--- src/rtl/two_to_1_rr_arbiter.sv ---
// Two-requester round-robin arbiter driving the select of a 2:1 mux.
// Grants are registered. A source can hold the grant for at most MAX_BURST
// cycles while the other source is also requesting. With no competition
// the grant is held indefinitely and burst_cnt wraps.
module two_to_1_rr_arbiter #(
   parameter int MAX_BURST = 4,
   parameter int CNT_W     = 4
) (
   input  logic             clk,
   input  logic             rst,
   input  logic             req0,
   input  logic             req1,
   output logic             gnt0,
   output logic             gnt1,
   output logic             s0,
   output logic             busy,
   output logic [CNT_W-1:0] burst_cnt
);

   typedef enum logic [1:0] {
      IDLE = 2'd0,
      G0   = 2'd1,
      G1   = 2'd2
   } state_t;

   localparam logic [CNT_W-1:0] LAST_CNT = CNT_W'(MAX_BURST - 1);

   state_t           state;
   state_t           state_nxt;
   logic [CNT_W-1:0] cnt_nxt;
   logic             s0_nxt;
   logic             last;
   logic             last_nxt;

   // State, burst counter, mux select and last-grant pointer registers
   always_ff @(posedge clk) begin
      // NOTE: non-blocking assignments keep every register reading pre-edge values.
      if (rst) begin
         state     <= IDLE;
         burst_cnt <= '0;
         s0        <= 1'b0;
         last      <= 1'b1;
      end else begin
         state     <= state_nxt;
         burst_cnt <= cnt_nxt;
         s0        <= s0_nxt;
         last      <= last_nxt;
      end
   end

   // Next-state decision: tie-break on last, hand over at burst end
   always_comb begin
      // NOTE: default first so no path through the case leaves state_nxt unassigned (no latch).
      state_nxt = state;
      unique case (state)
         IDLE: begin
            if (req0 && req1)  state_nxt = last ? G0 : G1;
            else if (req0)     state_nxt = G0;
            else if (req1)     state_nxt = G1;
         end
         G0: begin
            if (!req0)                            state_nxt = req1 ? G1 : IDLE;
            else if (req1 && burst_cnt == LAST_CNT) state_nxt = G1;
         end
         G1: begin
            if (!req1)                            state_nxt = req0 ? G0 : IDLE;
            else if (req0 && burst_cnt == LAST_CNT) state_nxt = G0;
         end
         default: state_nxt = IDLE;
      endcase
   end

   // Next values of burst counter, select and last-grant pointer
   always_comb begin
      cnt_nxt  = '0;
      s0_nxt   = s0;
      last_nxt = last;
      // Holding the same grant counts up and wraps; any entry or IDLE clears
      if (state_nxt == state && state != IDLE)
         cnt_nxt = (burst_cnt == LAST_CNT) ? '0 : burst_cnt + CNT_W'(1);
      // Select follows the granted source and holds while idle
      if (state_nxt == G0) begin
         s0_nxt   = 1'b0;
         last_nxt = 1'b0;
      end else if (state_nxt == G1) begin
         s0_nxt   = 1'b1;
         last_nxt = 1'b1;
      end
   end

   // Grant outputs decoded from the registered state
   always_comb begin
      gnt0 = (state == G0);
      gnt1 = (state == G1);
      busy = gnt0 | gnt1;
   end

endmodule

--- config.mk ---
export PLATFORM = sky130hd
export DESIGN_NAME = two_to_1_rr_arbiter
export DESIGN_NICKNAME = d
export VERILOG_FILES = /design/src/rtl/two_to_1_rr_arbiter.sv
export SDC_FILE = /design/constraint.sdc
export NUM_CORES = 1
export LEC_CHECK = 0
export BUFFER_PORTS_ARGS = -buffer_cell sky130_fd_sc_hd__buf_2
export CAP_MARGIN = 10
export CELL_PAD_IN_SITES_DETAIL_PLACEMENT = 1
export CELL_PAD_IN_SITES_GLOBAL_PLACEMENT = 2
export CORE_ASPECT_RATIO = 1.1
export CORE_UTILIZATION = 30
export DETAILED_ROUTE_END_ITERATION = 8
export PLACE_DENSITY = 0.78
export REMOVE_ABC_BUFFERS = 1
export SETUP_SLACK_MARGIN = 0.02
export SYNTH_ARGS = -nofsm -noshare
export SYNTH_HDL_FRONTEND = slang
export SYNTH_SLANG_ARGS = --single-unit
--- constraint.sdc ---
create_clock -name clk -period 2.9 [get_ports clk]
set_clock_uncertainty 0.2 [all_clocks]
set_input_delay 0.435 -clock clk [delete_from_list [all_inputs] [get_ports clk]]
set_output_delay 0.435 -clock clk [all_outputs]
set_load 0.02 [all_outputs]
Word level (Yosys, flattened, before mapping)
Index checks and enable logic that the tools add are counted.
{"block": "op_classes", "addsub": 1, "mul": 0, "div": 0, "magnitude_cmp": 0, "eq_ne": 6, "shift": 0, "muxes": 13, "n_bitwise": 2, "reduce_logical": 9}
{"cell": "2-bit 2-to-1 mux", "count": 9}
{"cell": "2-bit case mux with 3 select lines", "count": 1}
{"cell": "4-bit by 1-bit adder with 4-bit output (second input constant)", "count": 1}
{"cell": "2-bit by 1-bit equality test with 1-bit output (second input constant)", "count": 2}
{"cell": "2-bit equality test (second input constant)", "count": 2}
{"cell": "4-bit by 2-bit equality test with 1-bit output (second input constant)", "count": 1}
{"cell": "1-bit logical AND", "count": 4}
{"cell": "2-bit nonzero test", "count": 2}
{"cell": "1-bit 2-to-1 mux", "count": 3}
{"cell": "3-bit OR reduction", "count": 1}
{"cell": "2-bit equality test", "count": 1}
{"cell": "2-bit logical NOT", "count": 1}
{"cell": "2-bit OR reduction", "count": 1}
{"cell": "1-bit NOT", "count": 1}
{"cell": "1-bit bitwise OR", "count": 1}
{"block": "totals", "register_bits": 8, "latchBits": 0, "ram_bits": 0, "romBits": 0, "input_bits": 4, "out_inout_bits": 8, "n_memories": 0}

Logic depth before layout (Yosys ltp)
{"block": "depth", "ltp_word": 9, "mapped_depth": 10, "mapped_depth_nobuf": 10}

Worst setup path before layout
No wires, ideal clock.
{"block": "synth_path", "path_type": "reg-to-reg", "startpoint": "reg burst_cnt[0]", "endpoint": "reg last", "setup_ns": 0.117, "arrival_ns": 1.776, "required_ns": 2.583, "slack_ns": 0.807, "path_stages_with_launch": 10, "period_less_slack_ns": 2.093, "cell_sequence": "dfxtp_1 > ha_1 > and4bb_4 > o31ai_1 > nand3_1 > nand2_1 > inv_2 > ha_1 > mux2i_1 > nand2b_1"}
{"block": "synth_between", "elab_chain_len": 7, "elab_cells_between_ends": 12}
{"element": "from (decl)", "line_no": "17", "rtl": "output logic [CNT_W-1:0] burst_cnt"}
{"element": "from (signal assigned)", "line_no": "45", "rtl": "burst_cnt <= cnt_nxt;"}
{"element": "4-bit by 2-bit equality test with 1-bit output *", "line_no": "63, 67"}
{"element": "1-bit logical AND, on equally long branches", "line_no": "67, 63"}
{"element": "2-bit 2-to-1 mux, on equally long branches", "line_no": "67, 63"}
{"element": "2-bit 2-to-1 mux, on equally long branches", "line_no": "66, 62"}
{"element": "2-bit case mux with 3 select lines *", "line_no": "55", "rtl": "unique case (state)"}
{"element": "net state_nxt[1]", "line_no": "29", "rtl": "state_t state_nxt;"}
{"element": "2-bit by 1-bit equality test with 1-bit output / 2-bit equality test (equally long branches)", "line_no": "82, 85"}
{"element": "1-bit 2-to-1 mux / 2-bit nonzero test (equally long branches)"}
{"element": "to (signal assigned)", "line_no": "47", "rtl": "last <= last_nxt;"}
{"element": "to (decl)", "line_no": "32", "rtl": "logic last;"}
Mark *: on every way through the listed nets, which the timed path passes. The rest lies on a longest branch.
A chain may end at the register's enable or synchronous reset.

Worst setup path after layout
{"block": "layout_path", "startpoint": "reg state[0]", "endpoint": "reg last"}
{"block": "layout_between", "elab_chain_len": 6, "elab_cells_between_ends": 15}
{"element": "from (decl)", "line_no": "28", "rtl": "state_t state;"}
{"element": "from (signal assigned)", "line_no": "44", "rtl": "state <= state_nxt;"}
{"element": "2-bit 2-to-1 mux", "line_no": "59", "rtl": "else if (req1) state_nxt = G1;"}
{"element": "2-bit 2-to-1 mux", "line_no": "58", "rtl": "else if (req0) state_nxt = G0;"}
{"element": "2-bit 2-to-1 mux", "line_no": "57", "rtl": "if (req0 && req1) state_nxt = last ? G0 : G1;"}
{"element": "2-bit case mux with 3 select lines *", "line_no": "55"}
{"element": "2-bit by 1-bit equality test with 1-bit output / 2-bit equality test (equally long branches)", "line_no": "82, 85"}
{"element": "1-bit 2-to-1 mux / 2-bit nonzero test (equally long branches)"}
Mark *: on every way between the ends. The rest lies on a longest branch, timed or not.

==> impl_results.html <==
<table>
<tr><th>Metric</th><th>Value</th></tr>
<tr><th colspan="2">Final layout</th></tr>
<tr><td>Most common library cell in the layout ignoring fill and taps</td><td>buf_2</td></tr>
<tr><td>Commonest cells after routing, fill and taps aside</td><td>11 x buf_2, 8 x dfxtp_1, 7 x ha_1</td></tr>
<tr><td>Layout cell share with drive strength beyond 1</td><td>between 30% and 40%</td></tr>
<tr><td>Post-route design area</td><td>663.1 um^2</td></tr>
<tr><td>Diodes inserted</td><td>0</td></tr>
<tr><td>Final standard cell utilization of the core</td><td>~38%</td></tr>
<tr><td>Area overhead of the layout relative to synthesis</td><td>17.78%</td></tr>
<tr><td>Net count reported at finish</td><td>86</td></tr>
<tr><th colspan="2">CTS</th></tr>
<tr><td>Clock sink count</td><td>8</td></tr>
<tr><td>Clock-pin slew on the worst setup and hold paths</td><td>about 0.05 ns</td></tr>
<tr><td>CTS Root Buffer Type</td><td>clkbuf_4</td></tr>
<tr><td>Skew-Pair Late Insertion Delay</td><td>0.25 ns</td></tr>
<tr><td>Hold-fix buffers, CTS</td><td>0</td></tr>
<tr><td>Clock buffer depth</td><td>2</td></tr>
<tr><td>H-tree depth</td><td>1</td></tr>
<tr><td>Number of CTS-inserted buffers</td><td>3</td></tr>
<tr><td>Number of buffers inserted to repair setup after CTS</td><td>0</td></tr>
<tr><td>CTS tree</td><td>built</td></tr>
<tr><td>Number of gates given a new drive strength after cts</td><td>0</td></tr>
<tr><th colspan="2">Setup path</th></tr>
<tr><td>Data arrival at the endpoint of the critical path</td><td>2.19 ns</td></tr>
<tr><td>Chain of cells forming the critical path</td><td>inv_1 &gt; ha_1 &gt; nand3b_1 &gt; o21ai_1 &gt; o31ai_4 &gt; ha_1 &gt; mux2i_1 &gt; nand2b_1</td></tr>
<tr><td>Largest stage delay on the critical path</td><td>~0.46 ns</td></tr>
<tr><td>Critical path startpoint category</td><td>register</td></tr>
<tr><td>Crit-path max FO</td><td>6</td></tr>
<tr><td>Critical path data required time</td><td>2.84 ns</td></tr>
<tr><td>Critical Path End Type</td><td>register</td></tr>
<tr><td>Library cell appearing most often on the critical path</td><td>ha_1</td></tr>
<tr><td>Launching instance or port of the critical path</td><td>state[0]$_SDFF_PP0_</td></tr>
<tr><td>Kind of critical path</td><td>register to register</td></tr>
<tr><td>Reg2Reg Launch Point</td><td>state[0]$_SDFF_PP0_</td></tr>
<tr><td>Crit-path slowest cell</td><td>dfxtp_1</td></tr>
<tr><th colspan="2">GRT</th></tr>
<tr><td>Antenna violations before repair</td><td>0</td></tr>
<tr><td>Overflow after GRT</td><td>0</td></tr>
<tr><td>Vias in the first global route</td><td>between 400 and 500</td></tr>
<tr><td>Global-route total usage across every layer</td><td>13.67%</td></tr>
<tr><td>Pin count of the biggest net entering global routing</td><td>9</td></tr>
<tr><td>First-pass GRT wire length</td><td>2.007 mm</td></tr>
<tr><th colspan="2">Synthesis</th></tr>
<tr><td>Post-synth design cell area</td><td>563.0 um^2</td></tr>
<tr><td>Multiplexer area fraction after synthesis</td><td>about 1.8%</td></tr>
<tr><td>Mapped Avg Cell Area</td><td>between 9 and 10 um^2</td></tr>
<tr><td>Flip-flop and latch count after synthesis</td><td>8</td></tr>
<tr><td>Compound-cell area share of the yosys netlist</td><td>between 20% and 30%</td></tr>
<tr><td>Number of warning messages in the yosys log</td><td>0</td></tr>
<tr><td>Simple-gate area share of the yosys netlist</td><td>between 20% and 30%</td></tr>
<tr><td>Area fraction of the dominant cell type after synthesis</td><td>between 20% and 30%</td></tr>
<tr><td>Xor/xnor cell area share of the yosys netlist</td><td>under 10%</td></tr>
<tr><td>Post-synthesis adder-cell area fraction</td><td>between 15 and 20%</td></tr>
<tr><td>Synth cell types</td><td>30</td></tr>
<tr><td>Combinational family with the most area after synthesis</td><td>simple AND/OR/NAND/NOR gates</td></tr>
<tr><td>Number of standard cells after synthesis</td><td>slightly below 60</td></tr>
<tr><td>Dominant cells by area after synthesis</td><td>dfxtp_1 28%, ha_1 16%, a2111oi_4 4.9%</td></tr>
<tr><td>Library cell occupying the most area in the post-synthesis netlist</td><td>dfxtp_1</td></tr>
<tr><td>Fraction of the yosys area taken by sequential cells</td><td>about 28%</td></tr>
<tr><th colspan="2">Power</th></tr>
<tr><td>Cell leakage power</td><td>between 0.2 and 0.3 nW</td></tr>
<tr><td>Peak supply drop</td><td>0.2937 mV</td></tr>
<tr><td>Power density normalized to cell area</td><td>~640 nW/um^2</td></tr>
<tr><th colspan="2">Flow run</th></tr>
<tr><td>Max-cap violation count</td><td>0</td></tr>
<tr><th colspan="2">Route</th></tr>
<tr><td>Iteration-0 DRC count of the detailed router</td><td>6</td></tr>
<tr><td>Count of nets left with antenna violations after detail routing</td><td>0</td></tr>
<tr><td>Number of remaining DRC errors</td><td>0</td></tr>
<tr><td>Routed len/inst</td><td>13.23 um</td></tr>
<tr><td>Via density per instance</td><td>5.154</td></tr>
<tr><td>Aggregate routed wire length</td><td>between 1 and 1.5 mm</td></tr>
<tr><td>Via Count</td><td>roughly 470</td></tr>
<tr><td>Drt first pass iters</td><td>3</td></tr>
<tr><th colspan="2">Timing</th></tr>
<tr><td>Fmax</td><td>about 440 MHz</td></tr>
<tr><td>Final Critical Period</td><td>~2.3 ns</td></tr>
<tr><td>Share of the clock period used by the worst path after layout</td><td>approximately 80%</td></tr>
<tr><td>Hold violation count in the final report</td><td>0</td></tr>
<tr><td>Relative slew margins</td><td>74.18%</td></tr>
<tr><td>Worst Max-Slew Pin Slew</td><td>between 0.3 and 0.4 ns</td></tr>
<tr><td>Total setup violations reported at the end of the flow</td><td>0</td></tr>
<tr><td>Sum Neg Setup Slack</td><td>0 ns</td></tr>
<tr><td>Setup slack of the critical path after layout</td><td>roughly 0.65 ns</td></tr>
<tr><td>Number of max-slew violations in the final report</td><td>0</td></tr>
<tr><td>RSZ-0062 raised after global routing</td><td>no</td></tr>
<tr><th colspan="2">Placed design</th></tr>
<tr><td>DP HPWL</td><td>987.4 um</td></tr>
<tr><td>Worst setup slack before clock tree synthesis</td><td>0.6167 ns</td></tr>
<tr><td>Post-DP Area</td><td>between 600 and 700 um^2</td></tr>
<tr><td>Count of buffers from port buffering</td><td>11</td></tr>
<tr><td>Gpl congestion</td><td>0.8109</td></tr>
<tr><th colspan="2">Min path</th></tr>
<tr><td>Hold wc startpoint</td><td>rst</td></tr>
<tr><td>Classification of the worst-slack hold path</td><td>primary input to register</td></tr>
<tr><th colspan="2">Die</th></tr>
<tr><td>Vert. Die Dim</td><td>approximately 47 um</td></tr>
<tr><td>Number of cell rows</td><td>16</td></tr>
<tr><td>DIE AREA</td><td>just over 2000 um^2</td></tr>
<tr><td>Effective utilization at floorplan</td><td>a little under a third</td></tr>
<tr><td>Core area</td><td>1762 um^2</td></tr>
<tr><td>X dimension of the die</td><td>between 40 and 50 um</td></tr>
<tr><td>I/O pin count</td><td>12</td></tr>
<tr><th colspan="2">Status</th></tr>
<tr><td>Run status</td><td>finished clean</td></tr>
</table>
==> final timing paths <==
path,slack (ns),end,cells after the start
worst max-delay path,0.65,last$_SDFFE_PP1P_,8
worst min register to register,0.28,burst_cnt[0]$_SDFF_PP0_,1
worst min-delay path,0.24,state[0]$_SDFF_PP0_,2
worst max register to register,0.65,last$_SDFFE_PP1P_,8
==> flip-flops by register name, indices dropped and copies added, names as in the netlist <==
| signal | flops |
|---|---|
| burst_cnt | 4 |
| last | 1 |
| s0 | 1 |
| state | 2 |
==> logic make-up (layout without fill, tap and decap cells) <==
group / count (synthesis) / count (layout)
and+or+nand+nor: 22 / 22
AOI/OAI and AO/OA: 11 / 11
DFF: 8 / 8
adders and majority gates: 7 / 7
buffers and inverters: 7 / 21
xor gates and xnor gates: 3 / 3
muxes: 1 / 1
==> Yosys cell counts, drive strengths merged <==
library cell  count
o21ai             4
nand3             3
nor3              4
dfxtp             8
a31oi             1
o21ba             1
nand4             1
nand2             2
nand2b            1
xnor2             2
ha                7
xor2              1
nor2              5
and4bb            1
and2b             1
mux2i             1
a2111oi           1
inv               7
o31ai             2
nand4bb           1
nor3b             2
o21a              2
nand3b            1
==> where the power goes <==
part	switching, W	leakage [nW]	total (W)	internal (W)
clock network	0.0000354	0.0138	0.0000826	0.0000472
logic	0.000119	0.215	0.000199	0.0000802
registers	0.0000170	0.0652	0.000144	0.000127
total	0.000171	0.294	0.000425	0.000254
==> final cells by class <==
| class | instances | area [um^2] |
|---|---|---|
| clock buffer | 3 | 22.52 |
| inverter | 7 | 26.28 |
| multi-input combinational | 44 | 376.6 |
| timing repair buffer | 11 | 55.05 |
| fill | 216 | 1099 |
| sequential | 8 | 160.2 |
| tap | 18 | 22.52 |
==> per-stage QoR <==
stage	hold WS (ns)	power [W]	instances
after detailed placement	0.2743	0.0003491	88
final	0.2360	0.0004250	91
after CTS	0.2285	0.0004368	91
after floorplan	0.2406	0.0002984	59
after global placement	0.2609	0.0003437	88
after global routing	0.2385	0.0004664	91
==> worst max-delay path, delay by kind of cell (launching register included) <==
| family | cells | cell delay, ns |
|---|---|---|
| simple gates | 2 | 0.16 |
| compound gates | 2 | 0.46 |
| flops | 1 | 0.46 |
| fa+ha+maj | 2 | 0.58 |
| mux | 1 | 0.15 |
| buf+inv | 1 | 0.13 |
==> metal layers <==
metal	global-route usage [%]	vias up	wire [um]
met4	9.091	0	13
met2	22.69	8	542
met1	17.31	221	616
met5	0	-	0
met3	1.132	2	31
li1	-	238	-
Note: power is estimated with default switching activity, not from simulation.
